$ cat src/rtl/shift_pkg.sv
// Shared types and constants for the serial word receiver.
package shift_pkg;

    typedef enum logic {IDLE = 1'b0, SHIFT = 1'b1} deser_state_t;

    localparam logic DIR_LSB_FIRST = 1'b0;
    localparam logic DIR_MSB_FIRST = 1'b1;

endpackage : shift_pkg

$ cat src/rtl/word_out_buf.sv
// One-entry valid/ready output register; flags a completed word it had to drop.
module word_out_buf #(
    parameter int WIDTH = 4
) (
    input  logic             clk,
    input  logic             reset,
    input  logic             load_req_i,
    input  logic [WIDTH-1:0] word_i,
    input  logic             ready_i,
    output logic [WIDTH-1:0] word_o,
    output logic             valid_o,
    output logic             drop_o
);

    logic [WIDTH-1:0] word_q;
    logic             valid_q;
    logic             load_s;

    // A slot is free when empty or when the held word leaves this cycle.
    always_comb begin
        load_s = load_req_i && (!valid_q || ready_i);
        drop_o = load_req_i && valid_q && !ready_i;
    end

    // Holding register and its valid flag.
    always_ff @(posedge clk) begin
        if (reset) begin
            word_q  <= {WIDTH{1'b0}};
            valid_q <= 1'b0;
        end else if (load_s) begin
            word_q  <= word_i;
            valid_q <= 1'b1;
        end else if (valid_q && ready_i) begin
            valid_q <= 1'b0;
        end else begin
            valid_q <= valid_q;
        end
    end

    assign word_o  = word_q;
    assign valid_o = valid_q;

endmodule : word_out_buf

$ cat src/rtl/serial_word_deser.sv
// Serial-in/parallel-out receiver: gathers WIDTH bits in either bit order and
// hands each word to a one-deep valid/ready buffer, flagging aborts and overruns.
module serial_word_deser
    import shift_pkg::*;
#(
    parameter  int WIDTH = 4,
    localparam int CNT_W = $clog2(WIDTH) + 1
) (
    input  logic             clk,
    input  logic             reset,
    input  logic             start,
    input  logic             msb_first,
    input  logic             cont,
    input  logic             sdi,
    input  logic             sdi_valid,
    output logic [WIDTH-1:0] word_out,
    output logic             word_valid,
    input  logic             word_ready,
    output logic             busy,
    output logic             frame_err,
    output logic             overrun,
    input  logic             clr_ovr
);

    deser_state_t     state_q;
    logic [CNT_W-1:0] count_q;
    logic             dir_q;
    logic [WIDTH-1:0] sh_q;
    logic             frame_err_q;
    logic             overrun_q;
    logic [WIDTH-1:0] shifted_s;
    logic             complete_s;
    logic             drop_s;

    // Next shift-register image and the last-bit-of-word condition.
    always_comb begin
        if (dir_q == DIR_MSB_FIRST) begin
            shifted_s = {sh_q[WIDTH-2:0], sdi};
        end else begin
            shifted_s = {sdi, sh_q[WIDTH-1:1]};
        end
        complete_s = (state_q == SHIFT) && sdi_valid
                     && (count_q == CNT_W'(WIDTH - 1));
    end

    // Frame FSM with bit counter, direction latch and shift register.
    always_ff @(posedge clk) begin
        if (reset) begin
            state_q     <= IDLE;
            count_q     <= {CNT_W{1'b0}};
            dir_q       <= DIR_LSB_FIRST;
            sh_q        <= {WIDTH{1'b0}};
            frame_err_q <= 1'b0;
        end else begin
            frame_err_q <= 1'b0;
            case (state_q)
                IDLE: begin
                    if (start) begin
                        state_q <= SHIFT;
                        count_q <= {CNT_W{1'b0}};
                        dir_q   <= msb_first;
                        sh_q    <= {WIDTH{1'b0}};
                    end
                end
                SHIFT: begin
                    if (complete_s) begin
                        // The finished word wins over a coincident start.
                        count_q <= {CNT_W{1'b0}};
                        sh_q    <= shifted_s;
                        if (start) begin
                            dir_q <= msb_first;
                        end else if (!cont) begin
                            state_q <= IDLE;
                        end
                    end else if (start) begin
                        count_q     <= {CNT_W{1'b0}};
                        dir_q       <= msb_first;
                        sh_q        <= {WIDTH{1'b0}};
                        frame_err_q <= 1'b1;
                    end else if (sdi_valid) begin
                        sh_q    <= shifted_s;
                        count_q <= count_q + CNT_W'(1);
                    end
                end
                default: begin
                    state_q <= IDLE;
                    count_q <= {CNT_W{1'b0}};
                end
            endcase
        end
    end

    // Sticky overrun; a new drop outranks a clear in the same cycle.
    always_ff @(posedge clk) begin
        if (reset) begin
            overrun_q <= 1'b0;
        end else if (drop_s) begin
            overrun_q <= 1'b1;
        end else if (clr_ovr) begin
            overrun_q <= 1'b0;
        end else begin
            overrun_q <= overrun_q;
        end
    end

    word_out_buf #(.WIDTH(WIDTH)) u_buf (
        .clk        (clk),
        .reset      (reset),
        .load_req_i (complete_s),
        .word_i     (shifted_s),
        .ready_i    (word_ready),
        .word_o     (word_out),
        .valid_o    (word_valid),
        .drop_o     (drop_s)
    );

    assign busy      = (state_q == SHIFT);
    assign frame_err = frame_err_q;
    assign overrun   = overrun_q;

endmodule : serial_word_deser

$ cat config.mk
export PLATFORM = sky130hd
export DESIGN_NAME = serial_word_deser
export DESIGN_NICKNAME = d
export VERILOG_FILES = /design/src/rtl/shift_pkg.sv /design/src/rtl/word_out_buf.sv /design/src/rtl/serial_word_deser.sv
export SDC_FILE = /design/constraint.sdc
export NUM_CORES = 1
export LEC_CHECK = 0
export CAP_MARGIN = 20
export CORE_AREA = 2 2 39 41
export DETAILED_ROUTE_END_ITERATION = 6
export DIE_AREA = 0 0 41 43
export DONT_BUFFER_PORTS = 1
export PLACE_DENSITY = 0.67
export RECOVER_POWER = 100
export SKIP_LAST_GASP = 1
export SLEW_MARGIN = 20
export SYNTH_ARGS = -nofsm -noshare
export SYNTH_HDL_FRONTEND = slang
export SYNTH_SLANG_ARGS = --single-unit
$ cat constraint.sdc
create_clock -name clk -period 3.4 [get_ports clk]
set_clock_uncertainty 0.2 [all_clocks]
set_input_delay 0.51 -clock clk [delete_from_list [all_inputs] [get_ports clk]]
set_output_delay 0.51 -clock clk [all_outputs]
set_load 0.02 [all_outputs]
==> flow_summary.toml <==
[sta]
final.min_clock_period_ns = 1.67
setup_viol = 0
slew_violations = 0
hold_ws_ns = 0.0805
max_clock_freq_ghz = 0.598
maxSlewHeadroom_pct = 73.9
worst_pin_slew_ns = 0.392
timing.final.crit_share_pct = 49.2
timing.final.ws_setup_ns = 1.73
fin_setup_tns_ns = 0
finalHoldViolations = 0
rsz0062_at_grt = "false"

[detailed_routing]
drc = 0
num_vias = 530
drtIter0Drc = 2
postRouteAntennaNets = 0
drt-wirelength-per-cell_um = 14.1
drt_pre_antenna_iters = 4
routed_wl_mm = 1.32
via_per_inst = 5.64

[cells_and_area]
nNetsFinal = 90
n_antenna_cell = 0
area_delta_synth_final_pct = 5.80
fin_util_pct = 52.8
design_area_sq_um = 731
drive_gt1_share_pct = 15.4
layout.cells.non_filler = 94

[place]
placed_area_sq_um = 694
place_ws_ns = 1.76
port_buffers = 0
hpwl_um = 987
post-place-cells = 90
gp_congestion = 0.823

[clock_tree]
cts_tree = "yes"
clock_path_buffers = 2
cts-root-buf = "clkbuf_4"
clkSinkCount = 16
clk_pin_slew_ns = 0.09
cts.htree.levels = 1
postCtsResizedCells = 0
postCtsSetupBuffers = 0
insertion_delay_ns = 0.28
cts_hold_buffers = 0
cts_buffers = 3

[global_route]
grt_first_pass_wirelength_mm = 2.33
grt_pass1_vias = 536
grt.overflow.total = 0
antenna_found_initial = 0
grt_use_total_pct = 19.6
grt_max_degree = 15

[synthesis]
synthTopCellsByCount = "16 x dfxtp_1, 13 x a21oi_1, 9 x nor3_1"
yosysTopAreaCellShare_pct = 46.4
yosysMostFrequentCell = "dfxtp_1"
synth-main-ff-cell = "dfxtp_1"
synth_fp_nets = 88
yosysUniqueCellTypes = 25
syn_avg_cell_area_sq_um = 8.97
syn_area_sq_um = 691
syn_inst = 77
yosys.area.top_type = "dfxtp_1"
ys_seq_area_share_pct = 46.4
synth.ff_latch_count = 16
yosys-top-cells-area = "dfxtp_1 46%, a21oi_1 9.4%, nor3_1 6.5%, mux2_2 6.5%, o211ai_1 4.3%"
yosysWarningCount = 0
synth_edf_count = 0
synth-async-reset-ratio_pct = 0

[worst_setup_path]
path_max_fanout = 9
worstPathBufferInverterCount = 0
cp.arrival_ns = 1.65
critical_path_class = "flop to flop"
cp_slowest_cell = "dfxtp_1"
required_ns = 3.38
cp-end-kind = "flop"
start_kind = "flop"
crit_path_max_incr_delay_ns = 0.35
crit_chain = "ha_1, ha_1, nand3_1, nor3_1, nor3_1"
cp_top_family = "simple AND/OR/NAND/NOR gates"

[power_and_ir_drop]
p_sw_share_pct = 20.8
total_power_uw = 329
p_clk_share_pct = 37.0
powerDensity_mw_per_mm2 = 451
p_comb_share_pct = 3.8
internal_power_uw = 261
p_leak_nw = 0.252
max-vdd-ir-drop_uv = 266
p_seq_share_pct = 59.2
p_switching_uw = 68.5

[min_path]
min_path_type = "input port to flop"

[status]
outcome = "finished, final reports clean"

[die]
die_y_um = 43
coreArea_sq_mm = 0.00138
die_area_sq_mm = 0.00176
die_w_um = 41
ios = 17
row_count = 14
initial_core_util_pct = 49.9

[run]
drv_cap = 0
-- kinds of logic (layout without fill, tap and decap cells) --
family,after synthesis,count (layout),share of synthesized area (%)
AO/OA/AOI/OAI,19,19,15.8
adder cells (fa/ha/maj),2,2,3.62
AND/OR/NAND/NOR,30,30,22.8
flip-flops,16,16,46.4
buffers and inverters,5,6,3.44
multiplexers,5,5,7.97
-- layer usage --
layer  GRT usage, %  up-vias  share of wire (%)
li1               -      281                  -
met1           27.2      233                 48
met2           25.3       16                 45
met3           11.0        0                7.1
met4           6.00        0                  0
met5              0        -                  0
-- cell type report --
cell class,count,area [sq um]
clock buffer,4,36.3
fill,135,653
inverter,2,7.51
multi-input combinational,56,347
sequential,16,320
tap,16,20.0
-- sequential cells by signal, summed over array words and instances (netlist names) --
register / cells
sh_q: 4
u_buf.word_o: 4
count_q: 3
busy: 1
dir_q: 1
frame_err: 1
overrun: 1
u_buf.valid_o: 1
-- placed cells by master, fill, tap and decap left out, drive strengths merged, types with 2 or more instances in the layout --
cell type  Yosys  final
nor3           9      9
a21oi         14     14
mux2           4      4
nor2b          2      2
nand3          5      5
dfxtp         16     16
nand2          5      5
or3            2      2
ha             2      2
nor2           2      2
o211ai         4      4
clkbuf         1      4
-- worst paths after layout --
path / startpoint / to / slack [ns] / depth (start not counted)
max: count_q[0]$_SDFFE_PP0P_ / u_buf.word_o[0]$_SDFFE_PP0P_ / 1.73 / 5
min: reset / sh_q[1]$_SDFFE_PP0P_ / 0.08 / 1
max reg2reg: count_q[0]$_SDFFE_PP0P_ / u_buf.word_o[0]$_SDFFE_PP0P_ / 1.73 / 5
min reg2reg: count_q[1]$_SDFFE_PP0P_ / count_q[1]$_SDFFE_PP0P_ / 0.27 / 2
-- power groups by stage --
stage	Combinational, mW	Sequential [mW]	Clock [mW]
after global routing	0.0141	0.195	0.135
after CTS	0.0126	0.195	0.127
after detailed placement	0.0125	0.199	0
after floorplan	0.0117	0.198	0
after global placement	0.0124	0.199	0
final	0.0126	0.195	0.122
No activity file was read; power rests on OpenSTA's default activity.
